## config.mk

```make
export PLATFORM = sky130hd
export DESIGN_NAME = pipelined_adder_tree_flat
export DESIGN_NICKNAME = d
export VERILOG_FILES = /design/src/rtl/pipelined_adder_tree_pkg.sv /design/src/rtl/pipelined_adder_tree_if.sv /design/src/rtl/pipelined_adder_tree_level.sv /design/src/rtl/pipelined_adder_tree.sv /design/src/flat_wrapper.sv
export SDC_FILE = /design/constraint.sdc
export NUM_CORES = 1
export LEC_CHECK = 0
export ABC_AREA = 1
export ABC_CLOCK_PERIOD_IN_PS = 2020
export CELL_PAD_IN_SITES_DETAIL_PLACEMENT = 1
export CELL_PAD_IN_SITES_GLOBAL_PLACEMENT = 1
export CORE_UTILIZATION = 38
export DETAILED_ROUTE_END_ITERATION = 6
export PLACE_DENSITY_LB_ADDON = 0.1
export SETUP_SLACK_MARGIN = 0.1
export SLEW_MARGIN = 20
export SYNTH_ARGS = -nofsm -noshare
export SYNTH_HDL_FRONTEND = slang
export SYNTH_SLANG_ARGS = --single-unit
```

## constraint.sdc

```tcl
create_clock -name clk -period 2.02 [get_ports clk]
set_clock_uncertainty 0.05 [all_clocks]
set_input_delay 0.404 -clock clk [delete_from_list [all_inputs] [get_ports clk]]
set_output_delay 0.404 -clock clk [all_outputs]
set_load 0.01 [all_outputs]
```

## src/rtl/pipelined_adder_tree_pkg.sv

```systemverilog
// ============================================================================
// Module : adder_tree_pkg
// Brief  : Shared helpers for the pipelined signed adder tree (widths,
//          level sizing, register placement, latency, saturating narrow).
// Rev    : 1.0
// ============================================================================
`default_nettype none

package adder_tree_pkg;

    // Tree arithmetic width: one growth bit per reduction level.
    function automatic int tree_width(input int iwidth, input int ninputs);
        return iwidth + $clog2(ninputs);
    endfunction

    // Number of live elements after k reduction levels.
    function automatic int level_count(input int ninputs, input int k);
        int c;
        c = ninputs;
        for (int i = 0; i < k; i++) begin
            c = (c + 1) / 2;
        end
        return c;
    endfunction

    // The last level is always registered so the tree output is a clean flop.
    function automatic bit level_registered(input int k, input int nstages, input int reg_every);
        if (reg_every <= 0) begin
            return 1'b0;
        end
        return ((k % reg_every) == 0) || (k == nstages);
    endfunction

    function automatic int tree_latency(input int ninputs, input int reg_every);
        int nst;
        nst = $clog2(ninputs);
        if (reg_every <= 0) begin
            return 0;
        end
        return (nst + reg_every - 1) / reg_every;
    endfunction

    function automatic logic signed [63:0] sat_narrow(input logic signed [63:0] value,
                                                      input int width);
        logic signed [63:0] hi;
        logic signed [63:0] lo;
        hi = (64'sd1 <<< (width - 1)) - 64'sd1;
        lo = -hi - 64'sd1;
        if (value > hi) begin
            return hi;
        end
        if (value < lo) begin
            return lo;
        end
        return value;
    endfunction

endpackage

`default_nettype wire

```

## src/rtl/pipelined_adder_tree_if.sv

```systemverilog
// ============================================================================
// Module : pipelined_adder_tree_if
// Brief  : Beat stream in (data + first/last sideband), packet result out.
// Rev    : 1.0
// ============================================================================
`default_nettype none

interface pipelined_adder_tree_if #(
    parameter int NINPUTS = 27,
    parameter int IWIDTH  = 8,
    parameter int OWIDTH  = 18
);
    logic                     in_valid;
    logic                     in_first;
    logic                     in_last;
    logic signed [IWIDTH-1:0] d [NINPUTS];
    logic                     out_valid;
    logic signed [OWIDTH-1:0] q;

    modport master (
        output in_valid, in_first, in_last, d,
        input  out_valid, q
    );

    modport slave (
        input  in_valid, in_first, in_last, d,
        output out_valid, q
    );
endinterface

`default_nettype wire

```

## src/rtl/pipelined_adder_tree_level.sv

```systemverilog
// ============================================================================
// Module : adder_tree_level
// Brief  : One pairwise reduction level with optional output register;
//          valid/first/last travel alongside the data.
// Rev    : 1.0
// ============================================================================
`default_nettype none

module adder_tree_level #(
    parameter int  NIN        = 2,
    parameter int  WIDTH      = 8,
    parameter bit  REGISTERED = 1'b1,
    localparam int c_nout     = (NIN + 1) / 2
) (
    input  wire logic                    clk,
    input  wire logic                    rst,
    input  wire logic                    i_valid,
    input  wire logic                    i_first,
    input  wire logic                    i_last,
    input  wire logic signed [WIDTH-1:0] i_data [NIN],
    output logic                         o_valid,
    output logic                         o_first,
    output logic                         o_last,
    output logic signed [WIDTH-1:0]      o_data [c_nout]
);

    logic signed [WIDTH-1:0] w_sum [c_nout];

    for (genvar j = 0; j < NIN / 2; j++) begin : g_pair
        assign w_sum[j] = i_data[2*j] + i_data[2*j+1];
    end

    if ((NIN % 2) != 0) begin : g_odd
        assign w_sum[c_nout-1] = i_data[NIN-1];
    end

    if (REGISTERED) begin : g_reg
        logic signed [WIDTH-1:0] r_data [c_nout];
        logic                    r_valid;
        logic                    r_first;
        logic                    r_last;

        // Data is don't-care while valid is low, so it needs no reset.
        always_ff @(posedge clk) begin
            r_data <= w_sum;
        end

        always_ff @(posedge clk or posedge rst) begin
            if (rst) begin
                r_valid <= 1'b0;
                r_first <= 1'b0;
                r_last  <= 1'b0;
            end else begin
                r_valid <= i_valid;
                r_first <= i_first;
                r_last  <= i_last;
            end
        end

        assign o_data  = r_data;
        assign o_valid = r_valid;
        assign o_first = r_first;
        assign o_last  = r_last;
    end else begin : g_comb
        logic w_unused;
        assign w_unused = clk ^ rst;
        assign o_data   = w_sum;
        assign o_valid  = i_valid;
        assign o_first  = i_first;
        assign o_last   = i_last;
    end

endmodule

`default_nettype wire

```

## src/rtl/pipelined_adder_tree.sv

```systemverilog
// ============================================================================
// Module : pipelined_adder_tree
// Brief  : Streaming signed reduction tree plus per-packet accumulator.
//          Define PIPELINED_ADDER_TREE_SAT_EN to saturate the output narrowing
//          instead of truncating.
// Rev    : 1.0
// ============================================================================
`default_nettype none

module pipelined_adder_tree
    import adder_tree_pkg::*;
#(
    parameter int NINPUTS   = 27,
    parameter int IWIDTH    = 8,
    parameter int OWIDTH    = 18,
    parameter int AWIDTH    = 24,
    parameter int REG_EVERY = 1
) (
    input  wire logic clk,
    input  wire logic rst,
    pipelined_adder_tree_if.slave bus
);

    localparam int c_nstages = $clog2(NINPUTS);
    localparam int c_swidth  = tree_width(IWIDTH, NINPUTS);

    // Level 0 is the sign-extended input; level k reduces level k-1.
    for (genvar k = 0; k <= c_nstages; k++) begin : g_lvl
        localparam int c_cnt = level_count(NINPUTS, k);

        logic signed [c_swidth-1:0] w_data [c_cnt];
        logic                       w_valid;
        logic                       w_first;
        logic                       w_last;

        if (k == 0) begin : g_src
            for (genvar i = 0; i < NINPUTS; i++) begin : g_ext
                assign w_data[i] = c_swidth'(bus.d[i]);
            end
            assign w_valid = bus.in_valid;
            assign w_first = bus.in_first;
            assign w_last  = bus.in_last;
        end else begin : g_red
            adder_tree_level #(
                .NIN        (level_count(NINPUTS, k - 1)),
                .WIDTH      (c_swidth),
                .REGISTERED (level_registered(k, c_nstages, REG_EVERY))
            ) u_level (
                .clk     (clk),
                .rst     (rst),
                .i_valid (g_lvl[k-1].w_valid),
                .i_first (g_lvl[k-1].w_first),
                .i_last  (g_lvl[k-1].w_last),
                .i_data  (g_lvl[k-1].w_data),
                .o_valid (w_valid),
                .o_first (w_first),
                .o_last  (w_last),
                .o_data  (w_data)
            );
        end
    end

    logic signed [c_swidth-1:0] w_sum;
    logic                       w_valid;
    logic                       w_first;
    logic                       w_last;
    logic signed [AWIDTH-1:0]   w_acc_next;
    logic signed [OWIDTH-1:0]   w_q_next;

    logic signed [AWIDTH-1:0]   r_acc;
    logic signed [OWIDTH-1:0]   r_q;
    logic                       r_out_valid;

    assign w_sum   = g_lvl[c_nstages].w_data[0];
    assign w_valid = g_lvl[c_nstages].w_valid;
    assign w_first = g_lvl[c_nstages].w_first;
    assign w_last  = g_lvl[c_nstages].w_last;

    // A first beat restarts the packet, dropping any unterminated partial sum.
    always_comb begin
        w_acc_next = w_first ? AWIDTH'(w_sum) : (r_acc + AWIDTH'(w_sum));
    end

`ifdef PIPELINED_ADDER_TREE_SAT_EN
    assign w_q_next = OWIDTH'(sat_narrow(64'(w_acc_next), OWIDTH));
`else
    assign w_q_next = w_acc_next[OWIDTH-1:0];
`endif

    always_ff @(posedge clk or posedge rst) begin
        if (rst) begin
            r_acc       <= '0;
            r_q         <= '0;
            r_out_valid <= 1'b0;
        end else begin
            r_out_valid <= w_valid && w_last;
            if (w_valid) begin
                r_acc <= w_acc_next;
                if (w_last) begin
                    r_q <= w_q_next;
                end
            end
        end
    end

    assign bus.out_valid = r_out_valid;
    assign bus.q         = r_q;

endmodule

`default_nettype wire

```

## src/flat_wrapper.sv

```systemverilog
// flat-port wrapper written by rule: the top's interface ports become plain ports
module pipelined_adder_tree_flat import adder_tree_pkg::*;
#(
    parameter int NINPUTS   = 27,
    parameter int IWIDTH    = 8,
    parameter int OWIDTH    = 18,
    parameter int AWIDTH    = 24,
    parameter int REG_EVERY = 1
)
  (clk, rst, bus_in_valid, bus_in_first, bus_in_last, bus_d, bus_out_valid, bus_q);
  pipelined_adder_tree_if #(.NINPUTS(NINPUTS), .IWIDTH(IWIDTH), .OWIDTH(OWIDTH)) bus_i ();
  input  wire logic clk;
  input  wire logic rst;
  input wire logic [$bits(bus_i.in_valid)-1:0] bus_in_valid;
  input wire logic [$bits(bus_i.in_first)-1:0] bus_in_first;
  input wire logic [$bits(bus_i.in_last)-1:0] bus_in_last;
  input wire logic [$bits(bus_i.d)-1:0] bus_d;
  output wire logic [$bits(bus_i.out_valid)-1:0] bus_out_valid;
  output wire logic [$bits(bus_i.q)-1:0] bus_q;
  assign bus_i.in_valid = bus_in_valid;
  assign bus_i.in_first = bus_in_first;
  assign bus_i.in_last = bus_in_last;
  assign bus_i.d = {>>{bus_d}};
  assign bus_out_valid = bus_i.out_valid;
  assign bus_q = bus_i.q;
  pipelined_adder_tree #(.NINPUTS(NINPUTS), .IWIDTH(IWIDTH), .OWIDTH(OWIDTH), .AWIDTH(AWIDTH), .REG_EVERY(REG_EVERY)) u_core (.clk(clk), .rst(rst), .bus(bus_i));
endmodule
```

# Word level (Yosys, flattened, before mapping)
# Cells that the tools add are included.
# op_classes
n_reduce_logical	2
n_mux	1
addsub	27
# op_table
operator	n
adder 8 x 8 -> 9 bit	13
adder 13 bit	6
adder 9 x 9 -> 10 bit	5
adder 24 x 13 -> 24 bit	1
two-way mux 24 bit	1
adder 13 x 9 -> 13 bit	1
adder 9 x 8 -> 10 bit	1
AND reduction 2 bit	1
logical AND 1 bit	1
# word_totals
out_inout_bits	19
regBits	369
inputBits	221

# Depth between registers and ports, before layout
# logic_depth
depth_word	2
depth_mapped	15
depth_no_buf	15

# Cells and area by module
# A second synthesis with hierarchy kept.
# unflattened
hier_cells	4274
area_unflattened_um2	28663.7
# modules_own_cells
module	cells_per_inst	area_per_inst_um2	n_inst
adder_tree_level (u_core.g_lvl[1].g_red.u_level)	1951	12966.2	1
adder_tree_level (u_core.g_lvl[2].g_red.u_level)	1040	6862.8	1
adder_tree_level (u_core.g_lvl[3].g_red.u_level)	461	3244.4	1
pipelined_adder_tree	370	2527.4	1
adder_tree_level (u_core.g_lvl[4].g_red.u_level)	300	2015.7	1
adder_tree_level (u_core.g_lvl[5].g_red.u_level)	152	1047.3	1

# Least setup slack after synthesis
# Ideal clock, no wire load.
# synth_path
path_type	register to register
from	reg u_core.r_acc[0]
to	reg u_core.r_q[16], in the netlist u_core.bus.q[16]
path_stages_with_launch	16
t_arrival_ns	1.731
required_time_ns	1.852
setup_time_ns	0.118
slack_ns	0.121
path_buffers	0
path_cell_list	dfrtp_1 ha_1 inv_1 fa_1 inv_1 nand2_1 o21ai_2 nand2_1 nand2_2 nand2_1 nand2_1 nand2_1 nand3_1 nand2_1 nand2_1 nand2_1
# synth_via
elab_chain_len	2
# synth_lines
item	line_no	source
start, declared	pipelined_adder_tree.sv:70	logic signed [AWIDTH-1:0] r_acc;
start signal, assigned	pipelined_adder_tree.sv:98	r_acc <= w_acc_next;
adder 24 x 13 -> 24 bit	pipelined_adder_tree.sv:81	w_acc_next = w_first ? AWIDTH'(w_sum) : (r_acc + AWIDTH'(w_sum));
two-way mux 24 bit	pipelined_adder_tree.sv:81	
end signal, assigned	pipelined_adder_tree.sv:100	r_q <= w_q_next;
end, declared	pipelined_adder_tree.sv:71	logic signed [OWIDTH-1:0] r_q;
# No other way between the ends.
# A chain may end at the register's enable or synchronous reset.

# Worst setup path after layout
# layout_path
from	reg u_core.r_acc[0]
to	reg u_core.r_q[14], in the netlist u_core.bus.q[14]
# Same word-level chain as after synthesis.

==> results.ini <==
[clock_tree]
cts_max_path_buffers = 3
cts.clk_slew.worst_paths_ns = 0.06
root_buffer = clkbuf_16
cts.sinks = 338
cts_tree = done
cts_made_buffers = 40
clkLatencyLatePin_ns = 0.54
cts_max_level = 2

[sta]
relSlewSlack_pct = 56.22
rsz0062_at_grt = yes
fin_crit_sh_pct = 103.7
tns_ns = -0.2401
setup_viol = 7
tightest_slew_ns = 0.6527
worst_slack_ns = -0.07575
hold_viol = 0
layout_min_cycle_time_ns = 2.096
fmax_ghz = 0.4772
drv_slew = 0

[place]
gp_congestion = 0.8680
dp_hpwl_um = 32460
dp_slack_ns = -0.2493
io_buffer_count = 239

[synthesis]
synth_top_area_share_pct = 33.19
synthTopCellsByArea = dfxtp_1 33%, ha_1 18%, nand2_1 8.1%
synth.most_common_cell = nand2_1
synth_compound_gate_area_share_pct = 11.37
synth_top_family_by_area = adder cells
synth_edf_count = 0
yosys-mux-area-fraction_pct = 0
synth-xor-area-share_pct = 9.899
yosysSeqAreaShare_pct = 40.73
synthArstFlopShare_pct = 15.38
synth_cell_type_count = 34
synth-seq-cells = 338
netlist_top_cells_count = 372 x nand2_1, 286 x dfxtp_1, 252 x ha_1, 181 x a21oi_1, 158 x xor2_1
syn_nets = 2358
synth_top_area_cell = dfxtp_1
synth_warnings = 0
synth_adder_area_share_pct = 21.41
synthSimpleGateAreaFrac_pct = 14.02
synthesis.area_sq_mm = 0.01725
yosys_most_used_dff = dfxtp_1
synth_cells = 1858
avgSynthCellArea_sq_um = 9.286

[global_routing]
grt_util_all_layers_pct = 17.46
grt_max_degree = 53
antenna_found_initial = 0
grt-busiest-layer = met2
grt.met1_usage_pct = 22.16
use_met3_pct = 2.406
grt_util_met2_pct = 30.64
grt_pass1_wl_um = 67370
grt_pass1_vias = 14640
gr-total-overflow = 0

[setup_path]
cp-start-kind = flip-flop
end_kind = flip-flop
worstPathArrival_ns = 2.46
critPathRequiredTime_ns = 2.38
crit_fanout = 4
worstReg2RegStart = u_core.r_acc[0]$_DFFE_PP0P_
critical_path_class = reg -> reg
crit_start = u_core.r_acc[0]$_DFFE_PP0P_
rrSetupSlack_ns = -0.08
r2r_cells = 15
critPathCapture = u_core.bus.q[14]$_DFFE_PP0P_
reg2reg_to = u_core.bus.q[14]$_DFFE_PP0P_

[floorplanning]
coreArea_sq_mm = 0.04451
start_util_pct = 38.76
die_x_um = 215.1
die_y_um = 215.1
die-area_sq_mm = 0.04626
rows = 77
io_pins = 240

[route]
vias = 13810
ant_nets = 0
dr.pass1.iters = 4
drt_iter0_markers = 320
wl_um = 40960
wire_per_inst_um = 14.25
drc_errors = 0
viasPerCell = 4.805

[job]
maxCapViolations = 0

[run_status]
violations = setup timing
status = finished with violations

[cells_and_area]
syn_to_final_growth_pct = 33.56
diodes = 0
drive_gt1_share_pct = 12.14
layout.nets = 2751

[min_path]
min_path_type = in -> async

[power]
p_leak_nw = 10.92
vdd_drop_max_uv = 900.9
p_per_area_mw_per_mm2 = 1548

==> flip-flops by register name (all words and copies together), names as in the netlist <==
name                                cells
u_core.bus.q                           18
u_core.g_lvl.g_red.u_level.o_first      5
u_core.g_lvl.g_red.u_level.o_last       5
u_core.g_lvl.g_red.u_level.o_valid      5
u_core.bus.out_valid                    1
u_core.g_lvl.g_red.u_level.o_data     286
u_core.r_acc                           18
==> worst max-delay path: stages (launching register included) <==
cell and delay [ns]:
dfrtp_1 0.36, ha_2 0.20, inv_2 0.04, fa_2 0.33, inv_2 0.09, nand2_4 0.05, o21ai_4 0.15, nand2_1 0.10
nand2_2 0.11, nand2_2 0.07, nand2_1 0.07, nand2_1 0.04, nand3_1 0.07, nand2_2 0.07, nand2_2 0.07, nand2_1 0.07
==> kinds of logic after synthesis <==
logic type / after synthesis
AOI/OAI and AO/OA: 343
xor gates and xnor gates: 195
adders and majority gates: 279
buffers and inverters: 117
DFF: 338
and+or+nand+nor: 586
==> how the worst min path moves through the flow <==
stage	startpoint	cells after the start	slack [ns]	end
2_1_floorplan	u_core.g_lvl[2].g_red.u_level.o_data[0]$_DFF_P_	0	0.26	u_core.g_lvl[3].g_red.u_level.o_data[0]$_DFF_P_
3_3_place_gp	u_core.g_lvl[2].g_red.u_level.o_data[1]$_DFF_P_	0	0.27	u_core.g_lvl[3].g_red.u_level.o_data[1]$_DFF_P_
3_5_place_dp	u_core.g_lvl[2].g_red.u_level.o_data[5]$_DFF_P_	0	0.26	u_core.g_lvl[3].g_red.u_level.o_data[5]$_DFF_P_
4_1_cts	rst	3	0.18	u_core.r_acc[4]$_DFFE_PP0P_
5_1_grt	rst	3	0.20	u_core.g_lvl[3].g_red.u_level.o_last$_DFF_PP0_
6_report	rst	3	0.21	u_core.g_lvl[5].g_red.u_level.o_last$_DFF_PP0_
==> per-layer routing <==
metal | share of wire (%) | vias to the layer above | wire, um
met5 | 0 | - | 0
li1 | - | 7146 | -
met2 | 49 | 178 | 20030
met3 | 2.8 | 50 | 1165
met4 | 1.9 | 0 | 785
met1 | 46 | 6437 | 18980
==> power by group <==
| group | total (W) | internal, W | switching (W) |
|---|---|---|---|
| clock | 0.00712 | 0.00436 | 0.00276 |
| combinational | 0.0178 | 0.00817 | 0.00960 |
| sequential | 0.0108 | 0.00938 | 0.00141 |
| total | 0.0357 | 0.0219 | 0.0138 |
==> through the flow <==
stage	cells	power [W]	hold slack (ns)	cell area, sq um	utilization [%]
final	2874	0.03568	0.2098	23040	51.77
after global routing	2874	0.03887	0.2032	23040	51.77
after CTS	2865	0.03490	0.1828	22620	50.81
after detailed placement	2787	0.02699	0.2647	21160	47.55
after global placement	2787	0.02652	0.2658	21160	47.55
after floorplan	1858	0.02211	0.2596	17250	-
==> what timing repair did <==
action                                  CTS  global route
buffers inserted                          5            11
pin swaps                                14            27
hold endpoints to repair                  0             0
resized for setup                        39            80
hold buffers                              0             0
endpoints found under the setup margin   40            53
==> cells in the final DEF (no fill, tap or decap), types with 20 or more instances in the layout <==
master / count
dfxtp_1: 284
clkbuf_16: 42
nand3_1: 90
o211ai_1: 20
a21o_1: 21
xor2_1: 158
nand4_1: 20
o21ai_0: 66
inv_1: 103
xnor2_1: 35
nor2_1: 78
dfrtp_1: 52
nand2_1: 350
clkdlybuf4s50_1: 223
a21oi_1: 168
buf_4: 118
ha_1: 233
==> final cells by class <==
class / count / area (sq um)
Fill cell: 5105 / 21470
Multi-Input combinational cell: 1403 / 10220
Sequential cell: 338 / 7029
Timing Repair Buffer: 360 / 3319
Clock buffer: 57 / 1147
Tap cell: 592 / 740.7
Inverter: 108 / 405.4
Clock inverter: 16 / 176.4
(Power assumes the default switching activity.)
==> RTL change (config.mk and constraints unchanged) <==
Reset style: synchronous (`rst`), changed in 2 clocked blocks.
--- a/src/rtl/pipelined_adder_tree_level.sv
+++ b/src/rtl/pipelined_adder_tree_level.sv
@@ -45,7 +45,7 @@
             r_data <= w_sum;
         end
 
-        always_ff @(posedge clk or posedge rst) begin
+        always_ff @(posedge clk) begin
             if (rst) begin
                 r_valid <= 1'b0;
                 r_first <= 1'b0;
--- a/src/rtl/pipelined_adder_tree.sv
+++ b/src/rtl/pipelined_adder_tree.sv
@@ -87,7 +87,7 @@
     assign w_q_next = w_acc_next[OWIDTH-1:0];
 `endif
 
-    always_ff @(posedge clk or posedge rst) begin
+    always_ff @(posedge clk) begin
         if (rst) begin
             r_acc       <= '0;
             r_q         <= '0;
Formal check against the unedited RTL: differs if rst is asserted again (counterexample within 10 cycles, from zero or initial values and one cycle with rst high); with rst held inactive, the same outputs for 10 cycles.
==> RTL change against the original RTL <==
  * Die area is 1.9% higher
  * Sequential cell count unchanged
  * Wire length rose by 1.5%
  * Core utilization down 0.65 points
  * Sequential power decreased by 6%
  * Cell area is 0.88% higher
  * Area after synthesis increased by 1.9%
  * Setup slack improved by 150 ps
  * Power fell by 10%
  * Non-clock buffer count is 12 lower
  * Largest cell class unchanged
  * Highest routed layer unchanged
==> RTL change: results (changes against the original RTL) <==
- Post-detailed-placement half-perimeter wirelength: 32,800 um (+1.0%)
- Depth of the worst register-to-register path: 14 (-1)
- Number of nets in the synthesized netlist: 2,486 (+5.4%)
- Worst-case headroom to the max-slew limit: 64.6% (+8.4 points)
- Share of post-route cells with drive strength above 1: 11.4% (-0.72 points)
- Leading post-synthesis cells by instance count: dfxtp_1, nand2_1, ha_1, inv_1, xor2_1
- Result of the run: completed
- Minimum setup slack among reg-to-reg paths: 70 ps (+150 ps)
- Global-route usage over all layers: 17.6% (+0.13 points)
- Number of warnings reported in the yosys synthesis log: 0 (unchanged)
- Instance count after placement with tap cells included: 2,908 (+4.3%)
- Sw Share: 37.1% (-1.5 points)
- Worst path arrival time: 2340 ps (-120 ps)
- Global-route wire length before repair: 69,300 um (+2.9%)
- Post-Route Hold Slack: 250 ps (+39.9 ps)
- R2R Path End: u_core.bus.q[10]
- Unique cell type count in the Yosys netlist: 36 (+5.9%)
- Largest cells by area after synthesis: dfxtp_1, ha_1, xor2_1
- Ys async rst share: 0% (-15 points)
- Part of the Yosys area used for sequential elements: 38.5% (-2.2 points)
- Leak Pwr: 11.1 nW (+1.6%)
- Fillers: 5,292 (+3.7%)
- Routability cong.: 0.846 (-2.6%)
- Number of global-route vias before repair: 15,200 (+4.0%)
- Clock buffer count from CTS: 40 (unchanged)
- Hold Crit Class: primary input to flop
- Total wire length after detailed routing: 41,600 um (+1.5%)
- Initial DRC count: 354 (+11%)
- RR Startpoint: u_core.g_lvl[5].g_red.u_level.o_data[0]
- Area post-placement: 21,400 sq um (+1.1%)
- Highest ir drop seen on vdd: 0.762 mV (-15%)
- CP Max Fanout: 2 (-2)
- Routed len/inst: 13.9 um (-2.5%)
- Ratio of routed vias to standard cells: 4.82 (+0.33%)
- Post-synthesis average cell area: 8.85 sq um (-4.7%)
[RTL change: cell types whose count changed in the layout (fill, tap and decap cells not counted), moves of 37 or more]
cell and delta:
nand2_1 -55, inv_1 +70, dfxtp_1 +48, nor2_1 +68, nand3_1 +37, dfrtp_1 -52
[RTL change: metal layers]
metal | wire, um | share of wire (%) | track usage (%)
met4 | 851 | 2.0 | 5.52
met1 | 18800 | 45 | 21.7
met5 | 0 | 0 | 0
met3 | 1350 | 3.2 | 2.74
met2 | 20500 | 49 | 31.2
[RTL change: cell type report]
| class | instances | area share (%) |
|---|---|---|
| tap | 600 | 3.23 |
| multi-input combinational | 1457 | 44.8 |
| clock buffer | 49 | 4.89 |
| clock inverter | 23 | 1.22 |
| inverter | 175 | 2.83 |
| timing repair buffer | 348 | 13.9 |
| sequential | 338 | 29.2 |
[RTL change: cells by family (layout without fill, tap and decap cells)]
group | after synthesis | in the layout | share of synthesized area [%]
and+or+nand+nor | 650 | 650 | 15.6
DFF | 338 | 338 | 38.5
AOI/OAI and AO/OA | 337 | 337 | 11.1
adders and majority gates | 279 | 279 | 21.0
xor gates and xnor gates | 191 | 191 | 9.51
buffers and inverters | 191 | 595 | 4.32
[RTL change: power groups by stage]
stage | Clock (mW) | Combinational, mW | Sequential (mW)
floorplan | 0 | 9.98 | 9.72
global placement | 0 | 13.2 | 10.2
detailed placement | 0 | 13.6 | 10.2
CTS | 7.88 | 13.9 | 10.1
global route | 8.16 | 16.1 | 10.4
finish | 7.60 | 14.2 | 10.2
[RTL change: worst max-delay path, cell delays in order, from the launching register on]
cell and delay (ps):
dfxtp_4 360, ha_4 130, inv_2 30, fa_2 340, inv_2 70, buf_4 90
buf_4 90, buf_4 90, nand3_1 90, nand3_1 100, nand2_1 50, nand3_1 90
o211ai_1 130, nand2_1 90, inv_1 40
[RTL change: how the worst max path moves through the flow]
stage,startpoint,endpoint
after floorplan,u_core.g_lvl[5].g_red.u_level.o_data[0],u_core.bus.q[12]
after global placement,bus_d[184],u_core.g_lvl[1].g_red.u_level.o_data[164]
after detailed placement,bus_d[184],u_core.g_lvl[1].g_red.u_level.o_data[164]
after CTS,u_core.r_acc[0],u_core.r_acc[16]
after global routing,u_core.g_lvl[5].g_red.u_level.o_data[0],u_core.bus.q[8]
final,u_core.g_lvl[5].g_red.u_level.o_data[0],u_core.bus.q[10]
[RTL change: timing repair]
action	in CTS	in global routing
pin swaps	12	29
resized for setup	35	70
buffers inserted	3	7
setup endpoints to repair	34	44
[RTL change: metrics by stage]
| stage | worst slack (ps) | utilization, % |
|---|---|---|
| 6_report | 73.6 | 51.1 |
| 5_1_grt | -84.1 | 51.1 |
| 4_1_cts | 9.62 | 50.4 |
| 3_5_place_dp | -223 | 47.0 |
| 3_3_place_gp | -174 | 47.0 |
| 2_1_floorplan | 152 | - |
